===== src/rtl/vmem0_pkg.sv =====
// Shared constants and FSM encoding for the level-1 virtual memory map sequencer,
// the map RAM and their benches.
package vmem0_pkg;

  localparam int unsigned VMEM0_ADDR_WIDTH = 11;
  localparam int unsigned VMEM0_DATA_WIDTH = 5;
  localparam int unsigned VMEM0_DEPTH      = 2048;

  // Entry value meaning "level-2 block not mapped".
  localparam logic [VMEM0_DATA_WIDTH-1:0] VMEM0_CLEAR_VALUE = 5'b11111;

  typedef enum logic [2:0] {
    ST_IDLE,
    ST_WRITE,
    ST_READ,
    ST_RESP,
    ST_CLEAR
  } vmem0_state_e;

endpackage


===== src/rtl/vmem0_seq.sv =====
// Access sequencer for the level-1 virtual memory map RAM: single-entry reads and
// writes from microcode plus a full-table clear sweep after reset and on command.
module vmem0_seq
  import vmem0_pkg::*;
#(
  parameter int unsigned           ADDR_WIDTH     = VMEM0_ADDR_WIDTH,
  parameter int unsigned           DATA_WIDTH     = VMEM0_DATA_WIDTH,
  parameter int unsigned           DEPTH          = VMEM0_DEPTH,
  parameter logic [DATA_WIDTH-1:0] CLEAR_VALUE    = VMEM0_CLEAR_VALUE,
  parameter bit                    CLEAR_ON_RESET = 1'b1
) (
  input  logic                  clk,
  input  logic                  reset,
  input  logic                  req_valid,
  output logic                  req_ready,
  input  logic                  req_write,
  input  logic [ADDR_WIDTH-1:0] req_adr,
  input  logic [DATA_WIDTH-1:0] req_data,
  output logic                  rsp_valid,
  output logic [DATA_WIDTH-1:0] rsp_data,
  input  logic                  clear_start,
  output logic                  busy,
  output logic [ADDR_WIDTH-1:0] map_adr,
  output logic [DATA_WIDTH-1:0] map_wdata,
  output logic                  vm0rp,
  output logic                  vm0wp,
  input  logic [DATA_WIDTH-1:0] vmap
);

  localparam logic [ADDR_WIDTH-1:0] LAST_IDX = ADDR_WIDTH'(DEPTH - 1);

  vmem0_state_e          state_q, state_d;
  logic                  clear_pending_q, clear_pending_d;
  logic [ADDR_WIDTH-1:0] cnt_q, cnt_d;
  logic [ADDR_WIDTH-1:0] map_adr_q, map_adr_d;
  logic [DATA_WIDTH-1:0] map_wdata_q, map_wdata_d;
  logic                  req_ready_q, req_ready_d;
  logic                  rsp_valid_q, rsp_valid_d;
  logic                  busy_q, busy_d;
  logic                  vm0rp_q, vm0rp_d;
  logic                  vm0wp_q, vm0wp_d;

  always_comb begin
    state_d         = state_q;
    cnt_d           = cnt_q;
    map_adr_d       = map_adr_q;
    map_wdata_d     = map_wdata_q;
    // A clear request during a sweep is dropped so the sweep is never extended.
    clear_pending_d = clear_pending_q | (clear_start && (state_q != ST_CLEAR));

    case (state_q)
      ST_IDLE: begin
        if (clear_pending_q) begin
          state_d     = ST_CLEAR;
          cnt_d       = '0;
          map_adr_d   = '0;
          map_wdata_d = CLEAR_VALUE;
        end else if (req_valid && req_ready_q) begin
          map_adr_d = req_adr;
          if (req_write) begin
            state_d     = ST_WRITE;
            map_wdata_d = req_data;
          end else begin
            state_d = ST_READ;
          end
        end
      end
      ST_WRITE: state_d = ST_IDLE;
      ST_READ:  state_d = ST_RESP;
      ST_RESP:  state_d = ST_IDLE;
      ST_CLEAR: begin
        if (cnt_q == LAST_IDX) begin
          state_d         = ST_IDLE;
          clear_pending_d = 1'b0;
        end else begin
          cnt_d     = cnt_q + 1'b1;
          map_adr_d = cnt_q + 1'b1;
        end
      end
      default: state_d = ST_IDLE;
    endcase

    // Outputs are decoded from the next state so they come straight from flops.
    req_ready_d = (state_d == ST_IDLE) && !clear_pending_d;
    vm0wp_d     = (state_d == ST_WRITE) || (state_d == ST_CLEAR);
    vm0rp_d     = (state_d == ST_READ);
    rsp_valid_d = (state_d == ST_RESP);
    busy_d      = (state_d == ST_CLEAR);
  end

  always_ff @(posedge clk or negedge reset) begin
    if (!reset) begin
      state_q         <= ST_IDLE;
      clear_pending_q <= CLEAR_ON_RESET;
      cnt_q           <= '0;
      map_adr_q       <= '0;
      map_wdata_q     <= '0;
      req_ready_q     <= 1'b0;
      rsp_valid_q     <= 1'b0;
      busy_q          <= 1'b0;
      vm0rp_q         <= 1'b0;
      vm0wp_q         <= 1'b0;
    end else begin
      state_q         <= state_d;
      clear_pending_q <= clear_pending_d;
      cnt_q           <= cnt_d;
      map_adr_q       <= map_adr_d;
      map_wdata_q     <= map_wdata_d;
      req_ready_q     <= req_ready_d;
      rsp_valid_q     <= rsp_valid_d;
      busy_q          <= busy_d;
      vm0rp_q         <= vm0rp_d;
      vm0wp_q         <= vm0wp_d;
    end
  end

  assign req_ready = req_ready_q;
  assign rsp_valid = rsp_valid_q;
  // vmap is already registered by the RAM, so the result is passed through.
  assign rsp_data  = rsp_valid_q ? vmap : '0;
  assign busy      = busy_q;
  assign map_adr   = map_adr_q;
  assign map_wdata = map_wdata_q;
  assign vm0rp     = vm0rp_q;
  assign vm0wp     = vm0wp_q;

endmodule


===== config.mk =====
export PLATFORM = sky130hd
export DESIGN_NAME = vmem0_seq
export DESIGN_NICKNAME = d
export VERILOG_FILES = /design/src/rtl/vmem0_pkg.sv /design/src/rtl/vmem0_seq.sv
export SDC_FILE = /design/constraint.sdc
export NUM_CORES = 1
export LEC_CHECK = 0
export CAP_MARGIN = 25
export CORE_ASPECT_RATIO = 0.8
export CORE_UTILIZATION = 35
export CTS_CLUSTER_DIAMETER = 150
export CTS_CLUSTER_SIZE = 8
export DETAILED_ROUTE_END_ITERATION = 12
export PLACE_DENSITY_LB_ADDON = 0.05
export SLEW_MARGIN = 20
export SYNTH_ARGS = -nofsm -noshare
export SYNTH_HDL_FRONTEND = slang
export SYNTH_SLANG_ARGS = --single-unit
export TNS_END_PERCENT = 100

===== constraint.sdc =====
create_clock -name clk -period 2.4 [get_ports clk]
set_input_delay 0.36 -clock clk [delete_from_list [all_inputs] [get_ports clk]]
set_output_delay 0.36 -clock clk [all_outputs]
set_load 0.005 [all_outputs]

Word level (Yosys, flattened, before mapping). Cells that the tools add are included.

Word-level logic and storage cells: 53. Output and inout port bits: 26. Input bits: 26. Flip-flop bits (word level): 36.

Add/subtract/negate cells: 1. Equality and inequality tests: 11. Muxes and demuxes: 17. Bitwise logic cells: 1. Reductions and logical operators: 13.

Operators with widths (count): 2-to-1 mux 11 bit (4); one-hot mux 11 bit (2 select lines) (2); 2-to-1 mux 5 bit (4); adder 11 x 1 -> 11 bit (second input constant) (1); equality test 11 bit (second input constant) (1); equality test 3 x 2 -> 1 bit (second input constant) (3); 2-to-1 mux 3 bit (3); one-hot mux 3 bit (3 select lines) (1); AND reduction 3 bit (3); equality test 3 bit (second input constant) (2); logical NOT 3 bit (2); != test 3 bit (second input constant) (2); nonzero test 2 bit (3); != test 2 bit (second input constant) (2); equality test 3 x 1 -> 1 bit (second input constant) (1); logical AND 1 bit (3); 2-to-1 mux 1 bit (2); 2-to-1 mux 2 bit (1); logical NOT 1 bit (1); logical OR 1 bit (1); bitwise OR 1 bit (1).

Longest topological paths before layout. Gate-level depths: netlist of the first run.

Word-level depth: 7. Mapped depth: 6. Mapped depth without buffers: 5.

Worst setup path after synthesis of the first run. No wires, ideal clock.

Kind: register -> register. Start: register cnt_q[0]. End: register map_adr_q[1] (netlist: map_adr[1]). Setup time: 0.125 ns. Data required time: 2.275 ns. Setup slack: 0.445 ns. Arrival: 1.830 ns. Path buffers: 1. Stages on the path, launching flop included: 7. Clock period less this slack: 1.955 ns. Cell sequence: dfrtp_1 -> ha_1 -> nand2_2 -> nor4_4 -> a21oi_2 -> buf_4 -> mux2_4.

Longest elaborated chain between the ends: 3. Elaborated cells on any way between the ends: 6. Those cells by class: add/sub (1); eq/ne (2); mux (2); reduce/logical (1).

Ends and longest elaborated chain: start, declared (line vmem0_seq.sv:34) `logic [ADDR_WIDTH-1:0] cnt_q, cnt_d;`; start signal, assigned (line vmem0_seq.sv:106) `cnt_q <= cnt_d;`; adder 11 x 1 -> 11 bit / equality test 11 bit (equally long branches) (line vmem0_seq.sv:77, vmem0_seq.sv:72); 2-to-1 mux 11 bit / != test 2 bit (equally long branches); one-hot mux 11 bit (2 select lines) / AND reduction 3 bit (equally long branches); end signal, assigned (line vmem0_seq.sv:107) `map_adr_q <= map_adr_d;`; end, declared (line vmem0_seq.sv:35) `logic [ADDR_WIDTH-1:0] map_adr_q, map_adr_d;`.

Several ways; a longest one is shown, not always the timed one. The select of a mux whose other input is x is not followed. A chain may end at the register's enable or synchronous reset.

Worst setup path in the final report of the first run.
Start: register cnt_q[0]. End: register req_ready_q (netlist: req_ready).

Longest elaborated chain between the ends: 5. Elaborated cells on any way between the ends: 8. Those cells by class: eq/ne (1); mux (4); reduce/logical (3).

Ends and longest elaborated chain: equality test 11 bit (line vmem0_seq.sv:72) `if (cnt_q == LAST_IDX) begin`; 2-to-1 mux 3 bit (line vmem0_seq.sv:72); one-hot mux 3 bit (3 select lines) (line vmem0_seq.sv:51) `case (state_q)`; named net state_d[2] (line vmem0_seq.sv:32) `vmem0_state_e state_q, state_d;`; logical NOT 3 bit (line vmem0_seq.sv:84) `req_ready_d = (state_d == ST_IDLE) && !clear_pending_d;`; logical AND 1 bit (line vmem0_seq.sv:84); named net req_ready_d (line vmem0_seq.sv:37) `logic req_ready_q, req_ready_d;`; end signal, assigned (line vmem0_seq.sv:109) `req_ready_q <= req_ready_d;`; end, declared (line vmem0_seq.sv:37).

The timed path passes the listed nets, and every way through them passes these cells.

==> impl_metrics.json, run 1 <==
{
  "hold_viol_final": 0,
  "synth_fp_nets": 207,
  "final_antenna_net_count": 0,
  "syn_inst": 180,
  "arrival_ns": 2.28,
  "syn_area_mm2": 0.00185,
  "cp-start-kind": "flop",
  "grt_pass1_wl_mm": 7.67,
  "setup_viol": 0,
  "dieArea_mm2": 0.00558,
  "async_flop_share": 1.00,
  "h-tree-depth": 2,
  "grt_antenna_before_repair": 0,
  "die_h_um": 67.0,
  "place_congestion": 0.774,
  "path_max_fanout": 9,
  "endpoint_kind": "flop",
  "cap_violations": 0,
  "vdd_drop_max_uv": 213,
  "clock_latency_ns": 0.29,
  "seq_area_um2": 902,
  "antenna_cells": 0,
  "grt.overflow.total": 0,
  "multiInputGateArea_um2": 871,
  "portBuffers": 51,
  "yosys_warnings": 0,
  "io_pins": 52,
  "cts_buffer_depth": 2,
  "grt_pass1_vias": 1579,
  "rows": 23,
  "synth_flop_cell": "dfrtp_1",
  "placed_cells": 289,
  "drv_slew": 0,
  "cts_root_buf": "clkbuf_8",
  "cts_tree": "yes",
  "drc": 0,
  "drive_gt1_frac": 0.115,
  "routed_wl_mm": 4.72,
  "dpl_cell_area_mm2": 0.00244,
  "tightest_slew_ns": 0.540,
  "ys_seq_area_frac": 0.488,
  "start_util": 0.367,
  "wire_per_inst_um": 15.9,
  "stdcell_count": 296,
  "vias": 1550,
  "grt_usage": 0.179,
  "synth_area_leaders": "dfrtp_1 47%, mux2i_1 4.9%, mux2_4 4.9%",
  "path_clk_slew_ns": 0.07,
  "cts_setup_buffers": 0,
  "synth-edff-count": 0,
  "coreArea_mm2": 0.00504,
  "clock_sinks": 36,
  "grt_max_degree": 37,
  "holdBufCountCts": 0,
  "cts_resized": 0,
  "cp.required_ns": 2.58,
  "cts_buffers": 5,
  "period_needed_ns": 2.11,
  "finalWorstSetupSlack_ns": 0.293,
  "crit_type": "reg -> reg",
  "vias_per_cell": 5.24,
  "n_fill_cell": 452,
  "drt-pass1-iter-count": 4,
  "die_w_um": 83.2,
  "synth_seq_cells": 36,
  "fin_total_pwr_mw": 1.13,
  "synth_cell_type_count": 47,
  "fmax_mhz": 475,
  "clock_skew_ns": 0.00783,
  "rsz0062_at_grt": "no",
  "final_area_mm2": 0.00253,
  "netlist.area_leader.share": 0.474,
  "p_leak_nw": 1.11,
  "area_growth_pct": 37.0,
  "finalCritPeriodShare": 0.878,
  "powerDensity_mw_per_mm2": 445,
  "drt_iter0_drc": 98,
  "min_path_type": "in -> async",
  "tns_ns": 0,
  "outcome": "finished, final reports clean",
  "yosys.area.top_type": "dfrtp_1",
  "dpl_worst_slack_ns": 0.183,
  "syn_area_per_cell_um2": 10.3,
  "slew_headroom": 0.640,
  "dp_hpwl_mm": 3.35,
  "final_nets": 261
}
flip-flops by register name (all words and copies together), names as in the netlist:
signal / count
rsp_valid: 1
state_q: 3
vm0rp: 1
map_wdata: 5
cnt_q: 11
clear_pending_q: 1
vm0wp: 1
map_adr: 11
req_ready: 1
busy: 1
stage by stage:
step / utilization / hold WS (ns)
6_report: 0.503 / 0.495
5_1_grt: 0.503 / 0.543
4_1_cts: 0.503 / 0.509
3_5_place_dp: 0.484 / 0.498
3_3_place_gp: 0.484 / 0.483
2_1_floorplan: - / 0.0644
final timing paths:
kind	from	end	slack [ns]	depth (start not counted)
max	cnt_q[0]	req_ready	0.29	6
min	reset	map_adr[10]	0.50	2
max reg2reg	cnt_q[0]	req_ready	0.29	6
min reg2reg	map_wdata[3]	map_wdata[3]	0.51	2
max in group asynchronous	reset	clear_pending_q	1.56	2
min in group clk	map_wdata[3]	map_wdata[3]	0.51	2
synth_stat cells (all sizes together), types with 2 or more instances:
| library cell | instances |
|---|---|
| dfrtp | 35 |
| nand2 | 22 |
| o21ai | 14 |
| mux2i | 9 |
| inv | 8 |
| nand3 | 8 |
| mux2 | 7 |
| nor2 | 7 |
| a21oi | 6 |
| clkbuf | 6 |
| and2 | 5 |
| nor4 | 5 |
| a221oi | 4 |
| a2bb2oi | 4 |
| buf | 4 |
| nor3 | 4 |
| nand4 | 3 |
| o31a | 3 |
| xnor2 | 3 |
| o22ai | 2 |
| or4 | 2 |
where the power goes:
group          switching, mW  internal, mW
Combinational         0.0192        0.0366
Sequential                 0         0.607
Clock                  0.208         0.256
area by class of cell:
class | count | share of cell area
inverter | 8 | 0.0119
multi-input combinational | 126 | 0.344
tap | 62 | 0.0306
clock buffer | 7 | 0.0380
timing repair buffer | 57 | 0.219
sequential | 36 | 0.356
worst max-delay path: stages (launching register included):
cell and delay (ns):
dfrtp_1 0.44, ha_1 0.31, nand2_2 0.18, nor4_4 0.33, buf_4 0.22, o21ai_1 0.17, nor4_1 0.35
per-layer routing:
metal | vias to the layer above | track usage | part of all wire
met4 | 0 | 0.0647 | 0.012
li1 | 759 | - | -
met1 | 724 | 0.248 | 0.51
met5 | - | 0 | 0
met3 | 7 | 0.0384 | 0.052
met2 | 60 | 0.279 | 0.43
kinds of logic after synthesis:
family / count (synthesis) / share of synthesized area
compound gates: 42 / 0.156
xor+xnor: 4 / 0.0190
fa+ha+maj: 1 / 0.00677
buf+inv: 18 / 0.0406
flops: 36 / 0.488
mux: 16 / 0.104
simple gates: 63 / 0.186
layout by cell type (no fill, tap or decap), types with 2 or more instances in the layout:
master,instances
clkdlybuf4s50_1,51
dfrtp_1,35
nand2_1,21
o21ai_0,12
mux2i_1,9
inv_1,8
nand3_1,8
clkbuf_8,7
nor2_1,6
mux2_4,6
buf_4,6
and2_1,5
a21oi_1,5
nor3_1,4
nor4_1,4
a221oi_1,4
a2bb2oi_1,4
nand4_1,3
xnor2_1,3
o31a_1,3
o21ai_1,2
or4_1,2
o22ai_1,2
Power figures use the tool's default switching activity.
==> run 2, diff against run 1 <==
--- a/config.mk
+++ b/config.mk
@@ -6,5 +6,5 @@
 export NUM_CORES = 1
 export LEC_CHECK = 0
-export CAP_MARGIN = 25
+export CAP_MARGIN = 15
 export CORE_ASPECT_RATIO = 0.8
 export CORE_UTILIZATION = 35
@@ -13,5 +13,4 @@
 export DETAILED_ROUTE_END_ITERATION = 12
 export PLACE_DENSITY_LB_ADDON = 0.05
-export SLEW_MARGIN = 20
 export SYNTH_ARGS = -nofsm -noshare
 export SYNTH_HDL_FRONTEND = slang
==> constraint.sdc (replaced) <==
create_clock -name clk -period 2.4 [get_ports clk]
set_input_delay 0.36 -clock clk [delete_from_list [all_inputs] [get_ports clk]]
set_output_delay 0.36 -clock clk [all_outputs]
set_load 0.01 [all_outputs]
==> results of run 2 <==
Final layout, timing and power as in run 1 (identical DEF).
